**config.mk**
```make
export PLATFORM = sky130hd
export DESIGN_NAME = inst_encoder
export DESIGN_NICKNAME = d
export VERILOG_FILES = /design/src/rtl/inst_encoder.sv
export SDC_FILE = /design/constraint.sdc
export NUM_CORES = 1
export LEC_CHECK = 0
export CORE_ASPECT_RATIO = 2
export CORE_MARGIN = 2
export CORE_UTILIZATION = 54
export CTS_CLUSTER_DIAMETER = 50
export DETAILED_ROUTE_END_ITERATION = 10
export PLACE_DENSITY_LB_ADDON = 0.08
export RECOVER_POWER = 100
export SLEW_MARGIN = 5
export SYNTH_ARGS = -nofsm -noshare
export SYNTH_HDL_FRONTEND = slang
export SYNTH_SLANG_ARGS = --single-unit
```
**constraint.sdc**
```tcl
create_clock -name clk -period 10.2 [get_ports clk]
set_clock_uncertainty 0.05 [all_clocks]
set_input_delay 1.02 -clock clk [delete_from_list [all_inputs] [get_ports clk]]
set_output_delay 1.02 -clock clk [all_outputs]
set_load 0.05 [all_outputs]
```
**src/rtl/inst_encoder.sv**
```systemverilog
// inst_encoder: packs symbolic MIPS instruction fields into 32-bit words
// and writes them to instruction memory at an auto-incrementing address.
// One instruction per three cycles: accept (IDLE), encode (ENCODE),
// write strobe (WRITE). Unknown mnemonics raise a sticky err flag and
// skip the write.
module inst_encoder #(
  parameter int ADDR_W = 10
) (
  input  logic              clk,
  input  logic              rst,
  input  logic              base_load,
  input  logic [ADDR_W-1:0] base_addr,
  input  logic              in_valid,
  output logic              in_ready,
  input  logic [5:0]        in_mnem,
  input  logic [4:0]        in_rs,
  input  logic [4:0]        in_rt,
  input  logic [4:0]        in_rd,
  input  logic [4:0]        in_shamt,
  input  logic [15:0]       in_imm,
  input  logic [25:0]       in_target,
  output logic              imem_we,
  output logic [ADDR_W-1:0] imem_addr,
  output logic [31:0]       imem_wdata,
  output logic              err,
  output logic              wrapped,
  input  logic              clear
);

  typedef enum logic [1:0] {
    IDLE,
    ENCODE,
    WRITE
  } state_t;

  // Mnemonic codes presented on in_mnem
  localparam logic [5:0] MN_NOP     = 6'd0;
  localparam logic [5:0] MN_ADD     = 6'd1;
  localparam logic [5:0] MN_ADDU    = 6'd2;
  localparam logic [5:0] MN_SUB     = 6'd3;
  localparam logic [5:0] MN_SUBU    = 6'd4;
  localparam logic [5:0] MN_SLT     = 6'd5;
  localparam logic [5:0] MN_AND     = 6'd6;
  localparam logic [5:0] MN_OR      = 6'd7;
  localparam logic [5:0] MN_XOR     = 6'd8;
  localparam logic [5:0] MN_NOR     = 6'd9;
  localparam logic [5:0] MN_SRL     = 6'd10;
  localparam logic [5:0] MN_SLL     = 6'd11;
  localparam logic [5:0] MN_JR      = 6'd12;
  localparam logic [5:0] MN_JALR    = 6'd13;
  localparam logic [5:0] MN_SYSCALL = 6'd14;
  localparam logic [5:0] MN_MFHI    = 6'd15;
  localparam logic [5:0] MN_MFLO    = 6'd16;
  localparam logic [5:0] MN_LW      = 6'd17;
  localparam logic [5:0] MN_SW      = 6'd18;
  localparam logic [5:0] MN_ADDI    = 6'd19;
  localparam logic [5:0] MN_ADDIU   = 6'd20;
  localparam logic [5:0] MN_ANDI    = 6'd21;
  localparam logic [5:0] MN_ORI     = 6'd22;
  localparam logic [5:0] MN_XORI    = 6'd23;
  localparam logic [5:0] MN_SLTI    = 6'd24;
  localparam logic [5:0] MN_LUI     = 6'd25;
  localparam logic [5:0] MN_BEQ     = 6'd26;
  localparam logic [5:0] MN_BNE     = 6'd27;
  localparam logic [5:0] MN_J       = 6'd28;
  localparam logic [5:0] MN_JAL     = 6'd29;
  localparam logic [5:0] MN_ERET    = 6'd30;
  localparam logic [5:0] MN_MFC0    = 6'd31;
  localparam logic [5:0] MN_MTC0    = 6'd32;
  localparam logic [5:0] MN_MUL     = 6'd33;

  // Opcodes
  localparam logic [5:0] OP_SPECIAL  = 6'h00;
  localparam logic [5:0] OP_J        = 6'h02;
  localparam logic [5:0] OP_JAL      = 6'h03;
  localparam logic [5:0] OP_BEQ      = 6'h04;
  localparam logic [5:0] OP_BNE      = 6'h05;
  localparam logic [5:0] OP_ADDI     = 6'h08;
  localparam logic [5:0] OP_ADDIU    = 6'h09;
  localparam logic [5:0] OP_SLTI     = 6'h0A;
  localparam logic [5:0] OP_ANDI     = 6'h0C;
  localparam logic [5:0] OP_ORI      = 6'h0D;
  localparam logic [5:0] OP_XORI     = 6'h0E;
  localparam logic [5:0] OP_LUI      = 6'h0F;
  localparam logic [5:0] OP_COP0     = 6'h10;
  localparam logic [5:0] OP_SPECIAL2 = 6'h1C;
  localparam logic [5:0] OP_LW       = 6'h23;
  localparam logic [5:0] OP_SW       = 6'h2B;

  // Function codes
  localparam logic [5:0] FN_SLL     = 6'h00;
  localparam logic [5:0] FN_SRL     = 6'h02;
  localparam logic [5:0] FN_JR      = 6'h08;
  localparam logic [5:0] FN_JALR    = 6'h09;
  localparam logic [5:0] FN_SYSCALL = 6'h0C;
  localparam logic [5:0] FN_MFHI    = 6'h10;
  localparam logic [5:0] FN_MFLO    = 6'h12;
  localparam logic [5:0] FN_ADD     = 6'h20;
  localparam logic [5:0] FN_ADDU    = 6'h21;
  localparam logic [5:0] FN_SUB     = 6'h22;
  localparam logic [5:0] FN_SUBU    = 6'h23;
  localparam logic [5:0] FN_AND     = 6'h24;
  localparam logic [5:0] FN_OR      = 6'h25;
  localparam logic [5:0] FN_XOR     = 6'h26;
  localparam logic [5:0] FN_NOR     = 6'h27;
  localparam logic [5:0] FN_SLT     = 6'h2A;
  localparam logic [5:0] FN_MUL     = 6'h02;

  localparam logic [4:0] RA_REG     = 5'd31;
  localparam logic [4:0] COP0_MF    = 5'b00000;
  localparam logic [4:0] COP0_MT    = 5'b00100;
  localparam logic [31:0] WORD_ERET = 32'h4200_0018;

  localparam logic [ADDR_W-1:0] PTR_ONE = {{(ADDR_W-1){1'b0}}, 1'b1};

  state_t state;
  state_t state_next;
  logic   accept;

  logic [5:0]        f_mnem;
  logic [4:0]        f_rs;
  logic [4:0]        f_rt;
  logic [4:0]        f_rd;
  logic [4:0]        f_shamt;
  logic [15:0]       f_imm;
  logic [25:0]       f_target;

  logic [ADDR_W-1:0] ptr;
  logic [31:0]       word;
  logic [31:0]       enc_word;
  logic              enc_known;
  logic              err_set;
  logic              wrap_set;

  function automatic logic [31:0] r_type(input logic [5:0] op, input logic [4:0] rs,
                                         input logic [4:0] rt, input logic [4:0] rd,
                                         input logic [4:0] shamt, input logic [5:0] funct);
    return {op, rs, rt, rd, shamt, funct};
  endfunction

  function automatic logic [31:0] i_type(input logic [5:0] op, input logic [4:0] rs,
                                         input logic [4:0] rt, input logic [15:0] imm);
    return {op, rs, rt, imm};
  endfunction

  function automatic logic [31:0] j_type(input logic [5:0] op, input logic [25:0] target);
    return {op, target};
  endfunction

  // Encoder: packs the captured fields; fields a format does not use are forced to zero
  always_comb begin
    enc_word  = 32'h0000_0000;
    enc_known = 1'b1;
    case (f_mnem)
      MN_NOP:     enc_word = 32'h0000_0000;
      MN_ADD:     enc_word = r_type(OP_SPECIAL, f_rs, f_rt, f_rd, 5'd0, FN_ADD);
      MN_ADDU:    enc_word = r_type(OP_SPECIAL, f_rs, f_rt, f_rd, 5'd0, FN_ADDU);
      MN_SUB:     enc_word = r_type(OP_SPECIAL, f_rs, f_rt, f_rd, 5'd0, FN_SUB);
      MN_SUBU:    enc_word = r_type(OP_SPECIAL, f_rs, f_rt, f_rd, 5'd0, FN_SUBU);
      MN_SLT:     enc_word = r_type(OP_SPECIAL, f_rs, f_rt, f_rd, 5'd0, FN_SLT);
      MN_AND:     enc_word = r_type(OP_SPECIAL, f_rs, f_rt, f_rd, 5'd0, FN_AND);
      MN_OR:      enc_word = r_type(OP_SPECIAL, f_rs, f_rt, f_rd, 5'd0, FN_OR);
      MN_XOR:     enc_word = r_type(OP_SPECIAL, f_rs, f_rt, f_rd, 5'd0, FN_XOR);
      MN_NOR:     enc_word = r_type(OP_SPECIAL, f_rs, f_rt, f_rd, 5'd0, FN_NOR);
      MN_SRL:     enc_word = r_type(OP_SPECIAL, 5'd0, f_rt, f_rd, f_shamt, FN_SRL);
      MN_SLL:     enc_word = r_type(OP_SPECIAL, 5'd0, f_rt, f_rd, f_shamt, FN_SLL);
      MN_JR:      enc_word = r_type(OP_SPECIAL, f_rs, 5'd0, 5'd0, 5'd0, FN_JR);
      MN_JALR:    enc_word = r_type(OP_SPECIAL, f_rs, 5'd0, RA_REG, 5'd0, FN_JALR);
      MN_SYSCALL: enc_word = r_type(OP_SPECIAL, 5'd0, 5'd0, 5'd0, 5'd0, FN_SYSCALL);
      MN_MFHI:    enc_word = r_type(OP_SPECIAL, 5'd0, 5'd0, f_rd, 5'd0, FN_MFHI);
      MN_MFLO:    enc_word = r_type(OP_SPECIAL, 5'd0, 5'd0, f_rd, 5'd0, FN_MFLO);
      MN_LW:      enc_word = i_type(OP_LW, f_rs, f_rt, f_imm);
      MN_SW:      enc_word = i_type(OP_SW, f_rs, f_rt, f_imm);
      MN_ADDI:    enc_word = i_type(OP_ADDI, f_rs, f_rt, f_imm);
      MN_ADDIU:   enc_word = i_type(OP_ADDIU, f_rs, f_rt, f_imm);
      MN_ANDI:    enc_word = i_type(OP_ANDI, f_rs, f_rt, f_imm);
      MN_ORI:     enc_word = i_type(OP_ORI, f_rs, f_rt, f_imm);
      MN_XORI:    enc_word = i_type(OP_XORI, f_rs, f_rt, f_imm);
      MN_SLTI:    enc_word = i_type(OP_SLTI, f_rs, f_rt, f_imm);
      MN_LUI:     enc_word = i_type(OP_LUI, 5'd0, f_rt, f_imm);
      MN_BEQ:     enc_word = i_type(OP_BEQ, f_rs, f_rt, f_imm);
      MN_BNE:     enc_word = i_type(OP_BNE, f_rs, f_rt, f_imm);
      MN_J:       enc_word = j_type(OP_J, f_target);
      MN_JAL:     enc_word = j_type(OP_JAL, f_target);
      MN_ERET:    enc_word = WORD_ERET;
      MN_MFC0:    enc_word = {OP_COP0, COP0_MF, f_rt, f_rd, 11'd0};
      MN_MTC0:    enc_word = {OP_COP0, COP0_MT, f_rt, f_rd, 11'd0};
      MN_MUL:     enc_word = r_type(OP_SPECIAL2, f_rs, f_rt, f_rd, 5'd0, FN_MUL);
      default: begin
        enc_word  = 32'h0000_0000;
        enc_known = 1'b0;
      end
    endcase
  end

  // State register
  always_ff @(posedge clk or posedge rst) begin
    if (rst) begin
      state <= IDLE;
    end else begin
      state <= state_next;
    end
  end

  // Next-state logic; base_load blocks an accept in the same cycle
  always_comb begin
    state_next = state;
    accept     = 1'b0;
    case (state)
      IDLE: begin
        if (in_valid && !base_load) begin
          accept     = 1'b1;
          state_next = ENCODE;
        end
      end
      ENCODE: begin
        state_next = enc_known ? WRITE : IDLE;
      end
      WRITE: begin
        state_next = IDLE;
      end
      default: begin
        state_next = IDLE;
      end
    endcase
  end

  // Capture the instruction fields on accept
  always_ff @(posedge clk or posedge rst) begin
    if (rst) begin
      f_mnem   <= 6'd0;
      f_rs     <= 5'd0;
      f_rt     <= 5'd0;
      f_rd     <= 5'd0;
      f_shamt  <= 5'd0;
      f_imm    <= 16'd0;
      f_target <= 26'd0;
    end else if (accept) begin
      f_mnem   <= in_mnem;
      f_rs     <= in_rs;
      f_rt     <= in_rt;
      f_rd     <= in_rd;
      f_shamt  <= in_shamt;
      f_imm    <= in_imm;
      f_target <= in_target;
    end
  end

  // Write pointer: loadable in IDLE, advances (modulo) after each write
  always_ff @(posedge clk or posedge rst) begin
    if (rst) begin
      ptr <= '0;
    end else if (state == IDLE && base_load) begin
      ptr <= base_addr;
    end else if (state == WRITE) begin
      ptr <= ptr + PTR_ONE;
    end
  end

  // Encoded word register, held stable through the write cycle
  always_ff @(posedge clk or posedge rst) begin
    if (rst) begin
      word <= 32'h0000_0000;
    end else if (state == ENCODE && enc_known) begin
      word <= enc_word;
    end
  end

  assign err_set  = (state == ENCODE) && !enc_known;
  assign wrap_set = (state == WRITE) && (&ptr);

  // Sticky status flags; a set event beats a simultaneous clear
  always_ff @(posedge clk or posedge rst) begin
    if (rst) begin
      err     <= 1'b0;
      wrapped <= 1'b0;
    end else begin
      err     <= err_set  | (err & ~clear);
      wrapped <= wrap_set | (wrapped & ~clear);
    end
  end

  assign in_ready   = (state == IDLE) && !base_load && !rst;
  assign imem_we    = (state == WRITE);
  assign imem_addr  = ptr;
  assign imem_wdata = word;

endmodule
```
* Yosys cells after proc, flatten, opt, wreduce, memory -nomap -nowiden
Index checks and enable logic that the tools add are counted.
** Word-level totals
- Register bits after elaboration :: 114
- Bits of input ports :: 83
- Output and inout bits :: 46
** Operators by class
- $add $sub $neg :: 1
- Eq/ne operators :: 36
- Multiplexer cells :: 9
- Bitwise gates (word level) :: 5
- Reductions and logical operators :: 15
** Operators by type and width (count)
- 32-bit case mux with 33 select lines :: 1
- 6-bit by 5-bit == test with 1-bit output (second input constant) :: 16
- 6-bit by 4-bit == test with 1-bit output (second input constant) :: 8
- 34-bit OR reduction :: 1
- 6-bit by 3-bit == test with 1-bit output (second input constant) :: 4
- 10-bit two-way mux :: 2
- 6-bit by 2-bit == test with 1-bit output (second input constant) :: 2
- 6-bit == test (second input constant) :: 2
- 10-bit by 1-bit adder with 10-bit output (second input constant) :: 1
- 10-bit AND reduction :: 1
- 1-bit logical AND :: 7
- 6-bit by 1-bit == test with 1-bit output (second input constant) :: 1
- 6-bit logical NOT :: 1
- 2-bit two-way mux :: 2
- 2-bit case mux with 2 select lines :: 1
- 1-bit logical NOT :: 3
- 1-bit two-way mux :: 3
- 1-bit AND :: 2
- 2-bit by 1-bit == test with 1-bit output (second input constant) :: 1
- 2-bit == test (second input constant) :: 1
- 2-bit logical NOT :: 1
- 2-bit != test (second input constant) :: 1
- 1-bit OR :: 2
- 2-bit nonzero test :: 1
- 1-bit inverter :: 1

* Logic depth before layout (Yosys ltp)
- Depth after elaboration :: 6
- Depth in mapped cells :: 7
- Mapped depth without buffers :: 5

* Worst setup path after synthesis
OpenSTA, ideal clock, no wires.
- Path kind :: input -> output
- From :: input port base_load
- To :: output port in_ready
- Arrival time :: 2519 ps
- Required time :: 9130 ps
- Slack :: 6611 ps
- Stages on the path :: 1
- Cell sequence :: nor4_1
** On the way
- Cells in the longest elaborated chain, start to end :: 3
** Ends and longest elaborated chain
- from (decl) :: line 11 : input logic base_load,
- 1-bit logical NOT :: line 283 : assign in_ready = (state == IDLE) && !base_load && !rst;
- 1-bit logical AND (2 in a row) :: line 283
- to (decl) :: line 14 : output logic in_ready,
No other way between the ends.

==> out/qor.csv <==
stage;metric;value;unit
run_status;status;finished, violations left;
run_status;failing checks;capacitance limit, slew limit;
clock_network;Root Buffer;clkbuf_16;
placed_design;DP HPWL;8850;microns
synthesis;share of flip-flops with an asynchronous set or reset;1.00;
grt;vias in the first global route;4273;
synthesis;synth warn;0;
synthesis;Synth area leader;dfrtp_1;
pwr;clock power share;0.306;
clock_network;CTS tree;built;
critical_path;Max FO, Critical Path;59;
timing;Slew headroom;-1.48;
grt;gr usage total;0.255;
critical_path;worst reg2reg endpoint;f_shamt[4];
cells_and_area;Finished Core Util;0.739;
critical_path;Reg2Reg Depth;3;
timing;final hold vios;0;
hold_path;Hold Crit Start;imem_wdata[3];
pwr;sequential share of power;0.362;
placed_design;buffers added on ports;128;
cells_and_area;diodes inserted;0;
grt;met3 Resource Use GR;0.0627;
pwr;combinational share of power;0.331;
timing;final worst-path cycle share;0.547;
die;row count;51;
cells_and_area;fin cells;714;
clock_network;CTS Buf Count;17;
timing;RSZ-0062 raised after global routing;no;
cells_and_area;fillers;763;
cells_and_area;layout cells sized above 1;0.174;
die;die area;10700;sq um
cells_and_area;Layout Nets;655;
pwr;power per cell area;263;nW/um^2
critical_path;startpoint types;input pin;
critical_path;Worst EP required;9960;ps
synthesis;top cell type's share of synthesized area;0.536;
detailed_routing;post-DR vias/cell;5.87;
synthesis;Synth area leaders;dfrtp_1 54%, mux2_2 13%, a221o_1 3.0%;
grt;first-pass GRT wire length;20700;microns
synthesis;post-synthesis area per instance;11.7;sq um
synthesis;Mapped Area;5330;sq um
die;Die Wd;74.2;microns
die;Die H;144;microns
detailed_routing;DR DRC count;0;
synthesis;flop and latch count out of synthesis;114;
die;Core Region;9700;sq um
clock_network;hold_buf cts;0;
grt;remaining global-route overflow;0;
clock_network;clk_lat worst skew;410;ps
hold_path;Worst Hold Depth;2;
clock_network;number of setup buffers added after CTS;0;
synthesis;Synth Instances;457;
pwr;worst vdd ir;215;uV
hold_path;worst hold path class;reg2reg;
die;# IOs;129;
clock_network;H-tree levels;4;
timing;Peak Freq;0.179;GHz
timing;final setup TNS;0;ps
grt;met2 usage in global routing;0.446;
clock_network;clk buf depth;2;
critical_path;worst path arrival time;5340;ps
placed_design;RD Place Congestion;0.879;
synthesis;Syn Nets;541;
clock_network;Worst-path clk slew;50;ps
grt;maximum number of pins on one net before global-route repair;76;
pwr;switching share of power;0.365;
cells_and_area;most frequent cells in the layout;114 x dfrtp_1, 80 x clkdlybuf4s50_1, 63 x mux2_2, 48 x dlygate4sd3_1, 31 x nand2_1;
timing;fin. max-slew vios;193;
grt;initial antenna violation count;0;
grt;Top Usage Layer GRT;met2;
critical_path;r2r startpoint;state[1];
detailed_routing;total wire length;13000;microns
critical_path;CP Class;in2async;
critical_path;Setup crit end kind;asynchronous set/reset pin;
pwr;Pint;1.20;mW
timing;Period minus WS final;5580;ps
timing;worst-margin pin slew;3720;ps
pwr;total power;1.88;mW
clock_network;PostCTS Resize Cnt;0;
die;Initial Util;0.549;
clock_network;CTS sink count;114;
cells_and_area;most common cell after layout, fill and taps aside;dfrtp_1;
hold_path;hold endpoint;imem_wdata[3];
detailed_routing;post-route ant nets;0;
run;Max Cap Violations;3;
placed_design;dpl cells;684;
grt;Global Route met1 Usage;0.297;
detailed_routing;drt first pass iters;5;
pwr;P_leak;3.00;nW
detailed_routing;initial drt markers;199;
critical_path;Reg2Reg Setup Slack;5980;ps
detailed_routing;wire length per cell;18.2;microns
synthesis;Main synth FF type;dfrtp_1;
synthesis;number of synthesized flops with an enable pin;0;
cells_and_area;area grow syn2layout;34.5;%
synthesis;Yosys cell types;62;
synthesis;Seq/Total Area, Yosys;0.536;
timing;setup violators final;0;
detailed_routing;via count;4191;
pwr;P_sw;0.687;mW
==> metal layers <==
metal | part of all wire | vias to the layer above
met4 | 0.020 | 0
met5 | 0 | -
met3 | 0.043 | 18
met2 | 0.55 | 126
met1 | 0.39 | 2110
li1 | - | 1937
==> flip-flops by register name, summed over array words and instances, names as in the netlist, 2 cells and up <==
signal      count
f_mnem          6
state           2
imem_addr      10
f_rd            5
f_rt            5
f_target       26
f_shamt         5
f_rs            5
imem_wdata     32
f_imm          16
==> worst max-delay path by stage <==
stage | cells after the start | startpoint | to
global placement | 3 | base_load | in_ready
detailed placement | 3 | base_load | in_ready
global route | 3 | rst | imem_wdata[23]
finish | 3 | rst | f_imm[0]
floorplan | 1 | rst | err
CTS | 3 | base_load | in_ready
==> cells in the mapped netlist, types with 2 or more instances <==
| cell | count |
|---|---|
| o21ai_0 | 29 |
| nand2_1 | 31 |
| or3_1 | 2 |
| a31oi_1 | 5 |
| nor3b_1 | 2 |
| and3_1 | 11 |
| a21oi_1 | 4 |
| xnor2_1 | 5 |
| xor2_1 | 4 |
| a22o_1 | 3 |
| o211ai_1 | 2 |
| a21o_1 | 2 |
| buf_6 | 2 |
| a211oi_1 | 3 |
| buf_2 | 16 |
| o22ai_1 | 6 |
| inv_1 | 12 |
| a21boi_0 | 2 |
| clkbuf_1 | 20 |
| nor3_1 | 5 |
| nor2_1 | 10 |
| a222oi_1 | 2 |
| a221o_1 | 16 |
| nand3_1 | 11 |
| nor4b_1 | 3 |
| nor2b_1 | 7 |
| dfrtp_1 | 114 |
| a221oi_1 | 9 |
| nand2b_1 | 5 |
| a22oi_1 | 2 |
| nand4_1 | 9 |
| o31ai_1 | 2 |
| mux2_2 | 63 |
| nand4b_1 | 2 |
| and4_1 | 6 |
| or4_1 | 2 |
| a32oi_1 | 2 |
| nand3b_1 | 2 |
==> power by group through the flow <==
| stage | sequential (mW) | clock [mW] | combinational [mW] |
|---|---|---|---|
| finish | 0.682 | 0.577 | 0.624 |
| global placement | 0.685 | 0 | 0.639 |
| CTS | 0.684 | 0.582 | 0.654 |
| global route | 0.700 | 0.605 | 0.664 |
| detailed placement | 0.690 | 0 | 0.652 |
| floorplan | 0.858 | 0 | 0.257 |
==> stage by stage <==
step | setup slack (ps) | hold slack, ps | instance area, sq um
floorplan | 6110 | 422 | 5330
global placement | 6560 | 410 | 6650
detailed placement | 6500 | 419 | 6650
CTS | 6500 | 431 | 7220
global route | 3660 | 453 | 7160
finish | 4620 | 417 | 7160
==> cell families (layout without fill, tap and decap cells) <==
| logic type | after synthesis | in the layout | share of synthesized area |
|---|---|---|---|
| buffers and inverters | 51 | 176 | 0.0425 |
| adders and majority gates | 1 | 1 | 0.00235 |
| DFF | 114 | 114 | 0.536 |
| and+or+nand+nor | 118 | 118 | 0.128 |
| muxes | 64 | 64 | 0.135 |
| AOI/OAI and AO/OA | 100 | 100 | 0.142 |
| xor gates and xnor gates | 9 | 9 | 0.0148 |
==> worst max-delay path, stage by stage <==
cell and delay [ps]:
dlygate4sd3_1 570, clkinvlp_2 1390, clkbuf_1 2290
==> cell type report <==
cell class | count | area, sq um | area share
clock buffer | 20 | 467 | 0.0652
clock inverter | 10 | 110 | 0.0154
inverter | 12 | 46.3 | 0.00646
multi-input combinational | 292 | 2210 | 0.309
sequential | 114 | 2850 | 0.398
tap | 132 | 165 | 0.0231
timing repair buffer | 134 | 1310 | 0.183
Power figures use the tool's default switching activity.
